`src/rtl/hzd_pkg.sv`:
```
// Shared types and constants for the pipeline hazard controller.
package hzd_pkg;

    localparam int REG_ADDR_W = 5;

    // One in-flight writer: valid marks a real instruction, rd is its destination.
    typedef struct packed {
        logic                  valid;
        logic [REG_ADDR_W-1:0] rd;
    } sb_entry_t;

    // Per-cycle pipeline control decision.
    typedef enum logic [1:0] {
        DEC_PASS  = 2'd0,
        DEC_STALL = 2'd1,
        DEC_FLUSH = 2'd2
    } hzd_dec_t;

    // x0 is hardwired to zero, so it never carries a dependency.
    function automatic logic addr_is_zero(input logic [REG_ADDR_W-1:0] addr);
        return (addr == {REG_ADDR_W{1'b0}});
    endfunction

endpackage

```
`src/rtl/hzd_scoreboard.sv`:
```
// Shift scoreboard of in-flight destination registers ([0]=EX, [1]=MEM, [2]=WB)
// plus the two RAW match comparators for the ID source operands.
module hzd_scoreboard
    import hzd_pkg::*;
#(
    parameter int SB_DEPTH    = 3,
    parameter int CHECK_DEPTH = 3
) (
    input  logic                  clk,
    input  logic                  rst,
    input  logic                  push,
    input  logic [REG_ADDR_W-1:0] push_rd,
    input  logic [REG_ADDR_W-1:0] rs1,
    input  logic [REG_ADDR_W-1:0] rs2,
    output logic                  hit1,
    output logic                  hit2
);

    sb_entry_t [SB_DEPTH-1:0] sb_r;
    logic                     hit1_s;
    logic                     hit2_s;

    // Advance the scoreboard one stage per cycle; non-issuing cycles enter as bubbles.
    always_ff @(posedge clk) begin
        if (rst) begin
            sb_r <= '0;
        end else begin
            sb_r[0] <= push ? sb_entry_t'{valid: 1'b1, rd: push_rd} : sb_entry_t'('0);
            for (int i = 0; i < SB_DEPTH - 1; i++) begin
                sb_r[i+1] <= sb_r[i];
            end
        end
    end

    // Compare both source operands against the checked entries; x0 never matches.
    always_comb begin
        hit1_s = 1'b0;
        hit2_s = 1'b0;
        for (int i = 0; i < CHECK_DEPTH; i++) begin
            hit1_s = hit1_s | (sb_r[i].valid & (sb_r[i].rd == rs1));
            hit2_s = hit2_s | (sb_r[i].valid & (sb_r[i].rd == rs2));
        end
        hit1_s = hit1_s & ~addr_is_zero(rs1);
        hit2_s = hit2_s & ~addr_is_zero(rs2);
    end

    assign hit1 = hit1_s;
    assign hit2 = hit2_s;

endmodule

```
`src/rtl/hazard_ctrl.sv`:
```
// Stall/flush controller for the 5-stage in-order pipeline (no forwarding).
// Priority: redirect flush > RAW stall > pass. Control outputs are combinational.
module hazard_ctrl
    import hzd_pkg::*;
#(
    parameter int SB_DEPTH    = 3,
    parameter int CHECK_DEPTH = 3,
    parameter int CNT_W       = 32
) (
    input  logic                  clk_HZD,
    input  logic                  rst_HZD,
    input  logic                  valid_ID_HZD,
    input  logic [REG_ADDR_W-1:0] rs1_addr_HZD,
    input  logic                  rs1_used_HZD,
    input  logic [REG_ADDR_W-1:0] rs2_addr_HZD,
    input  logic                  rs2_used_HZD,
    input  logic [REG_ADDR_W-1:0] rd_addr_HZD,
    input  logic                  RegWrite_HZD,
    input  logic                  redirect_HZD,
    output logic                  PC_en_HZD,
    output logic                  en_IFID_HZD,
    output logic                  NOP_IFID_HZD,
    output logic                  en_IDEX_HZD,
    output logic                  NOP_IDEX_HZD,
    output logic [CNT_W-1:0]      stall_cnt_HZD,
    output logic [CNT_W-1:0]      flush_cnt_HZD
);

    localparam logic [CNT_W-1:0] CNT_MAX = {CNT_W{1'b1}};
    localparam logic [CNT_W-1:0] CNT_ONE = {{(CNT_W-1){1'b0}}, 1'b1};

    logic             hit1_s;
    logic             hit2_s;
    logic             raw_s;
    logic             issue_s;
    hzd_dec_t         dec_s;
    logic [CNT_W-1:0] stall_cnt_r;
    logic [CNT_W-1:0] flush_cnt_r;

    // Only writers that actually leave ID with a non-zero rd enter the scoreboard.
    assign issue_s = valid_ID_HZD & (dec_s == DEC_PASS) & RegWrite_HZD & ~addr_is_zero(rd_addr_HZD);

    hzd_scoreboard #(
        .SB_DEPTH    (SB_DEPTH),
        .CHECK_DEPTH (CHECK_DEPTH)
    ) u_sb (
        .clk     (clk_HZD),
        .rst     (rst_HZD),
        .push    (issue_s),
        .push_rd (rd_addr_HZD),
        .rs1     (rs1_addr_HZD),
        .rs2     (rs2_addr_HZD),
        .hit1    (hit1_s),
        .hit2    (hit2_s)
    );

    assign raw_s = valid_ID_HZD & ((rs1_used_HZD & hit1_s) | (rs2_used_HZD & hit2_s));

    // Resolve the cycle's decision with redirect taking precedence over RAW.
    always_comb begin
        if (redirect_HZD) begin
            dec_s = DEC_FLUSH;
        end else if (raw_s) begin
            dec_s = DEC_STALL;
        end else begin
            dec_s = DEC_PASS;
        end
    end

    // Map the decision onto register enables/squashes; reset forces both stages to NOP.
    always_comb begin
        PC_en_HZD    = 1'b1;
        en_IFID_HZD  = 1'b1;
        NOP_IFID_HZD = 1'b0;
        en_IDEX_HZD  = 1'b1;
        NOP_IDEX_HZD = 1'b0;
        if (rst_HZD) begin
            PC_en_HZD    = 1'b0;
            NOP_IFID_HZD = 1'b1;
            NOP_IDEX_HZD = 1'b1;
        end else begin
            case (dec_s)
                DEC_FLUSH: begin
                    NOP_IFID_HZD = 1'b1;
                    NOP_IDEX_HZD = 1'b1;
                end
                DEC_STALL: begin
                    PC_en_HZD    = 1'b0;
                    en_IFID_HZD  = 1'b0;
                    NOP_IDEX_HZD = 1'b1;
                end
                DEC_PASS: begin
                    NOP_IDEX_HZD = 1'b0;
                end
                default: begin
                    PC_en_HZD    = 1'b0;
                    NOP_IFID_HZD = 1'b1;
                    NOP_IDEX_HZD = 1'b1;
                end
            endcase
        end
    end

    // Saturating event counters: stalls exclude cycles that were flushed instead.
    always_ff @(posedge clk_HZD) begin
        if (rst_HZD) begin
            stall_cnt_r <= '0;
            flush_cnt_r <= '0;
        end else begin
            if ((dec_s == DEC_STALL) && (stall_cnt_r != CNT_MAX)) begin
                stall_cnt_r <= stall_cnt_r + CNT_ONE;
            end else begin
                stall_cnt_r <= stall_cnt_r;
            end
            if ((dec_s == DEC_FLUSH) && (flush_cnt_r != CNT_MAX)) begin
                flush_cnt_r <= flush_cnt_r + CNT_ONE;
            end else begin
                flush_cnt_r <= flush_cnt_r;
            end
        end
    end

    assign stall_cnt_HZD = stall_cnt_r;
    assign flush_cnt_HZD = flush_cnt_r;

endmodule

```
`config.mk`:
```
export PLATFORM = sky130hd
export DESIGN_NAME = hazard_ctrl
export DESIGN_NICKNAME = d
export VERILOG_FILES = /design/src/rtl/hzd_pkg.sv /design/src/rtl/hzd_scoreboard.sv /design/src/rtl/hazard_ctrl.sv
export SDC_FILE = /design/constraint.sdc
export NUM_CORES = 1
export LEC_CHECK = 0
export ABC_CLOCK_PERIOD_IN_PS = 3000
export CORE_UTILIZATION = 43
export DETAILED_ROUTE_END_ITERATION = 8
export PLACE_DENSITY = 0.7
export SLEW_MARGIN = 20
export SYNTH_ARGS = -nofsm -noshare
export SYNTH_HDL_FRONTEND = slang
export SYNTH_SLANG_ARGS = --single-unit
```
`constraint.sdc`:
```
create_clock -name clk_HZD -period 3 [get_ports clk_HZD]
set_input_delay 0.6 -clock clk_HZD [delete_from_list [all_inputs] [get_ports clk_HZD]]
set_output_delay 0.6 -clock clk_HZD [all_outputs]
set_load 0.03 [all_outputs]
```
==> results of run 1 <==
==> state kept, by name (all words and copies together), names as in the netlist <==
signal         count
flush_cnt_HZD     32
stall_cnt_HZD     32
u_sb.sb_r         18
==> how the worst max path moves through the flow <==
stage	startpoint	cells after the start	to	slack (ps)
3_3_place_gp	rs2_addr_HZD[4]	8	NOP_IDEX_HZD	-550
2_1_floorplan	rs2_addr_HZD[1]	4	PC_en_HZD	430
3_5_place_dp	rs1_addr_HZD[0]	8	NOP_IDEX_HZD	-560
4_1_cts	valid_ID_HZD	15	stall_cnt_HZD[7]$_SDFFE_PP0P_	10
5_1_grt	rs2_addr_HZD[2]	15	stall_cnt_HZD[25]$_SDFFE_PP0P_	-20
6_report	rs2_used_HZD	15	stall_cnt_HZD[7]$_SDFFE_PP0P_	80
==> cells in the mapped netlist (all sizes together) <==
cell type / number / area, um^2
or3: 25 / 156
ha: 2 / 25.0
nor2b: 17 / 106
or2: 4 / 25.0
inv: 7 / 26.3
and4: 8 / 70.1
a21oi: 28 / 140
o22ai: 1 / 6.26
o311a: 2 / 32.5
o211ai: 5 / 37.5
conb: 1 / 3.75
o31ai: 2 / 15.0
mux2i: 1 / 10.0
or4: 5 / 37.5
nor4: 11 / 98.8
nor3: 15 / 96.4
o2111ai: 3 / 32.5
xor2: 43 / 377
nor2: 48 / 188
buf: 5 / 62.6
clkbuf: 10 / 37.5
and3: 13 / 81.3
nand2b: 1 / 6.26
nand2: 29 / 109
xnor2: 18 / 158
nand4: 16 / 113
dfxtp: 82 / 1640
mux2: 5 / 56.3
and2: 8 / 50.1
nand3: 20 / 100
o21ai: 26 / 130
==> placed cells by master, fill, tap and decap left out, types with 18 or more instances in the layout <==
master | netlist | routed
a21oi_1 | 28 | 27
buf_4 | 1 | 44
clkdlybuf4s50_1 | 0 | 74
dfxtp_1 | 82 | 82
nand2_1 | 29 | 29
nand3_1 | 20 | 20
nor2_1 | 47 | 46
or3_1 | 25 | 25
xnor2_1 | 18 | 18
xor2_1 | 43 | 43
==> stage by stage <==
step	hold WS (ps)	power (mW)	TNS (ps)	instance area, um^2	util [%]
after floorplan	444	1.19	0	4030	-
after global placement	475	1.25	-1550	5150	57.9
after detailed placement	480	1.25	-2990	5150	57.9
after CTS	489	2.13	0	5450	61.3
after global routing	502	2.20	-31.4	5520	62.1
final	492	2.13	0	5520	62.1
==> power breakdown <==
| group | leakage, nW | switching, mW | internal [mW] |
|---|---|---|---|
| registers | 0.661 | 0.00866 | 1.09 |
| clock network | 0.103 | 0.403 | 0.493 |
| logic | 1.26 | 0.0703 | 0.0609 |
==> layer usage <==
metal  vias up  routed length [um]
li1       1884                   -
met1      1819                4690
met2        82                4920
met3        28                 349
met4         0                 259
met5         -                   0
==> logic make-up (layout without fill, tap and decap cells) <==
| group | after synthesis | in the layout | synth area share (%) |
|---|---|---|---|
| AND/OR/NAND/NOR | 220 | 220 | 30.7 |
| adder cells (fa/ha/maj) | 2 | 2 | 0.621 |
| AO/OA/AOI/OAI | 67 | 67 | 9.78 |
| XOR/XNOR | 61 | 61 | 13.3 |
| flip-flops | 82 | 82 | 40.7 |
| other | 1 | 1 | 0.0931 |
| multiplexers | 6 | 6 | 1.65 |
| buffers and inverters | 22 | 154 | 3.14 |
==> layout make-up <==
class / instances / area [um^2] / share of cell area, %
multi-input cells: 357 / 2320 / 41.9
flip-flops and latches: 82 / 1640 / 29.7
repair buffers: 131 / 1180 / 21.4
clock buffers: 12 / 145 / 2.63
well taps: 108 / 135 / 2.45
clock inverters: 4 / 75.1 / 1.36
inverters: 7 / 26.3 / 0.476
==> what timing repair did <==
item | 4_1_cts | 5_1_grt
buffers inserted | 13 | 2
gates resized for setup | 16 | 15
pin swaps | 8 | 8
endpoints found under the setup margin | 3 | 21
==> worst max-delay path, delay by kind of cell <==
kind	cells	cell delay (ps)
and+or+nand+nor	3	610
AOI/OAI and AO/OA	3	450
buffers and inverters	9	1530
==> reports/qor.yml, run 1 <==
syn_area_um2: 4030
core_area_um2: 8890
reg2regPathDepth: 12
slowest_delay_ps: 470
crit_fanout: 7
ios: 91
met2_usage_pct: 35.8
critPathArrivalTime_ps: 3200
synth_fp_nets: 485
clkTransAtPathRegs_ps: 80
portBuffers: 89
root_buffer: "clkbuf_8"
route.vias.total: 3813
dp_slack_ps: -564
max_freq_mhz: 342
wirelength_um: 10200
critPathKind: "in2reg"
finalNonFillerCells: 701
peakVddDrop_v: 0.000195
crit_chain: "clkdlybuf4s50_1, o211ai_1, buf_4, buf_4, buf_4, buf_4, buf_4, buf_4, nor2_4, o311a_4, nor2_4, buf_4, buf_4, or4_4, a21oi_2"
slew-limit-headroom_pct: 43.7
drtIter0Drc: 70
startpoint_type: "input pin"
die_area_um2: 9760
grt-busiest-layer: "met2"
antenna_cells: 0
r2r_setup_slack_ps: 460
status: "complete, no violations"
clock-sinks: 82
drive_gt1_share_pct: 14.7
grt_use_total_pct: 21.3
hold-path-cell-count: 1
min_period_ps: 2920
numCtsBuffers: 9
overflow: 0
finalHoldViolations: 0
hold_start: "u_sb.sb_r[11]$_SDFF_PP0_"
leakage_nw: 2.03
first_global_vias: 3724
path_common_cell: "buf_4"
p_per_area_nw_per_um2: 385
row_count: 34
grt.met3_usage_pct: 3.62
reg2reg_to: "stall_cnt_HZD[7]$_SDFFE_PP0P_"
setup_viol: 0
reg2reg_from: "u_sb.sb_r[8]$_SDFF_PP0_"
drc: 0
ctsLongestPathBuffers: 2
whs_endpoint: "u_sb.sb_r[17]$_SDFF_PP0_"
seq_area_frac_synth_pct: 40.7
nFillCells: 829
drv_cap: 0
synth_warnings: 0
drtPass1Iterations: 4
slowest_stage: "clkdlybuf4s50_1"
antenna_found_initial: 0
tightest_slew_ps: 845
finClkSkew_ps: 11.8
routedWlPerCell_um: 14.6
gp_congestion: 0.839
syn_inst: 461
start_util_pct: 45.3
ys_ff_latch: 82
grt_pass1_wl_um: 16800
grt_max_degree: 83
routed_via_density: 5.44
postCtsHoldBufs: 0
cts_tree: "yes"
fin_crit_sh_pct: 97.3
drv_slew: 0
required_ps: 3280
synth_cell_type_count: 42
syn-mean-instance-area_um2: 8.74
fin_ws_ps: 79.6
end_kind: "flop"
fp.dieW_um: 98.8
antenna_left: 0
clk_latency_ps: 350
hpwl_um: 7100
min_path_type: "reg2reg"
area_growth_pct: 37.1
nets: 612
die_h_um: 98.8
htreeDepth: 3
place_inst: 670
gr-usage-met1_pct: 26.3
(Power assumes the default switching activity.)
==> run 2: changes to the inputs <==
--- a/config.mk
+++ b/config.mk
@@ -7,6 +7,7 @@
 export LEC_CHECK = 0
 export ABC_CLOCK_PERIOD_IN_PS = 3000
 export CORE_UTILIZATION = 43
+export CTS_CLUSTER_SIZE = 30
 export DETAILED_ROUTE_END_ITERATION = 8
 export PLACE_DENSITY = 0.7
 export SLEW_MARGIN = 20
==> results of run 2 <==
Final layout, timing and power as in run 1 (identical DEF).
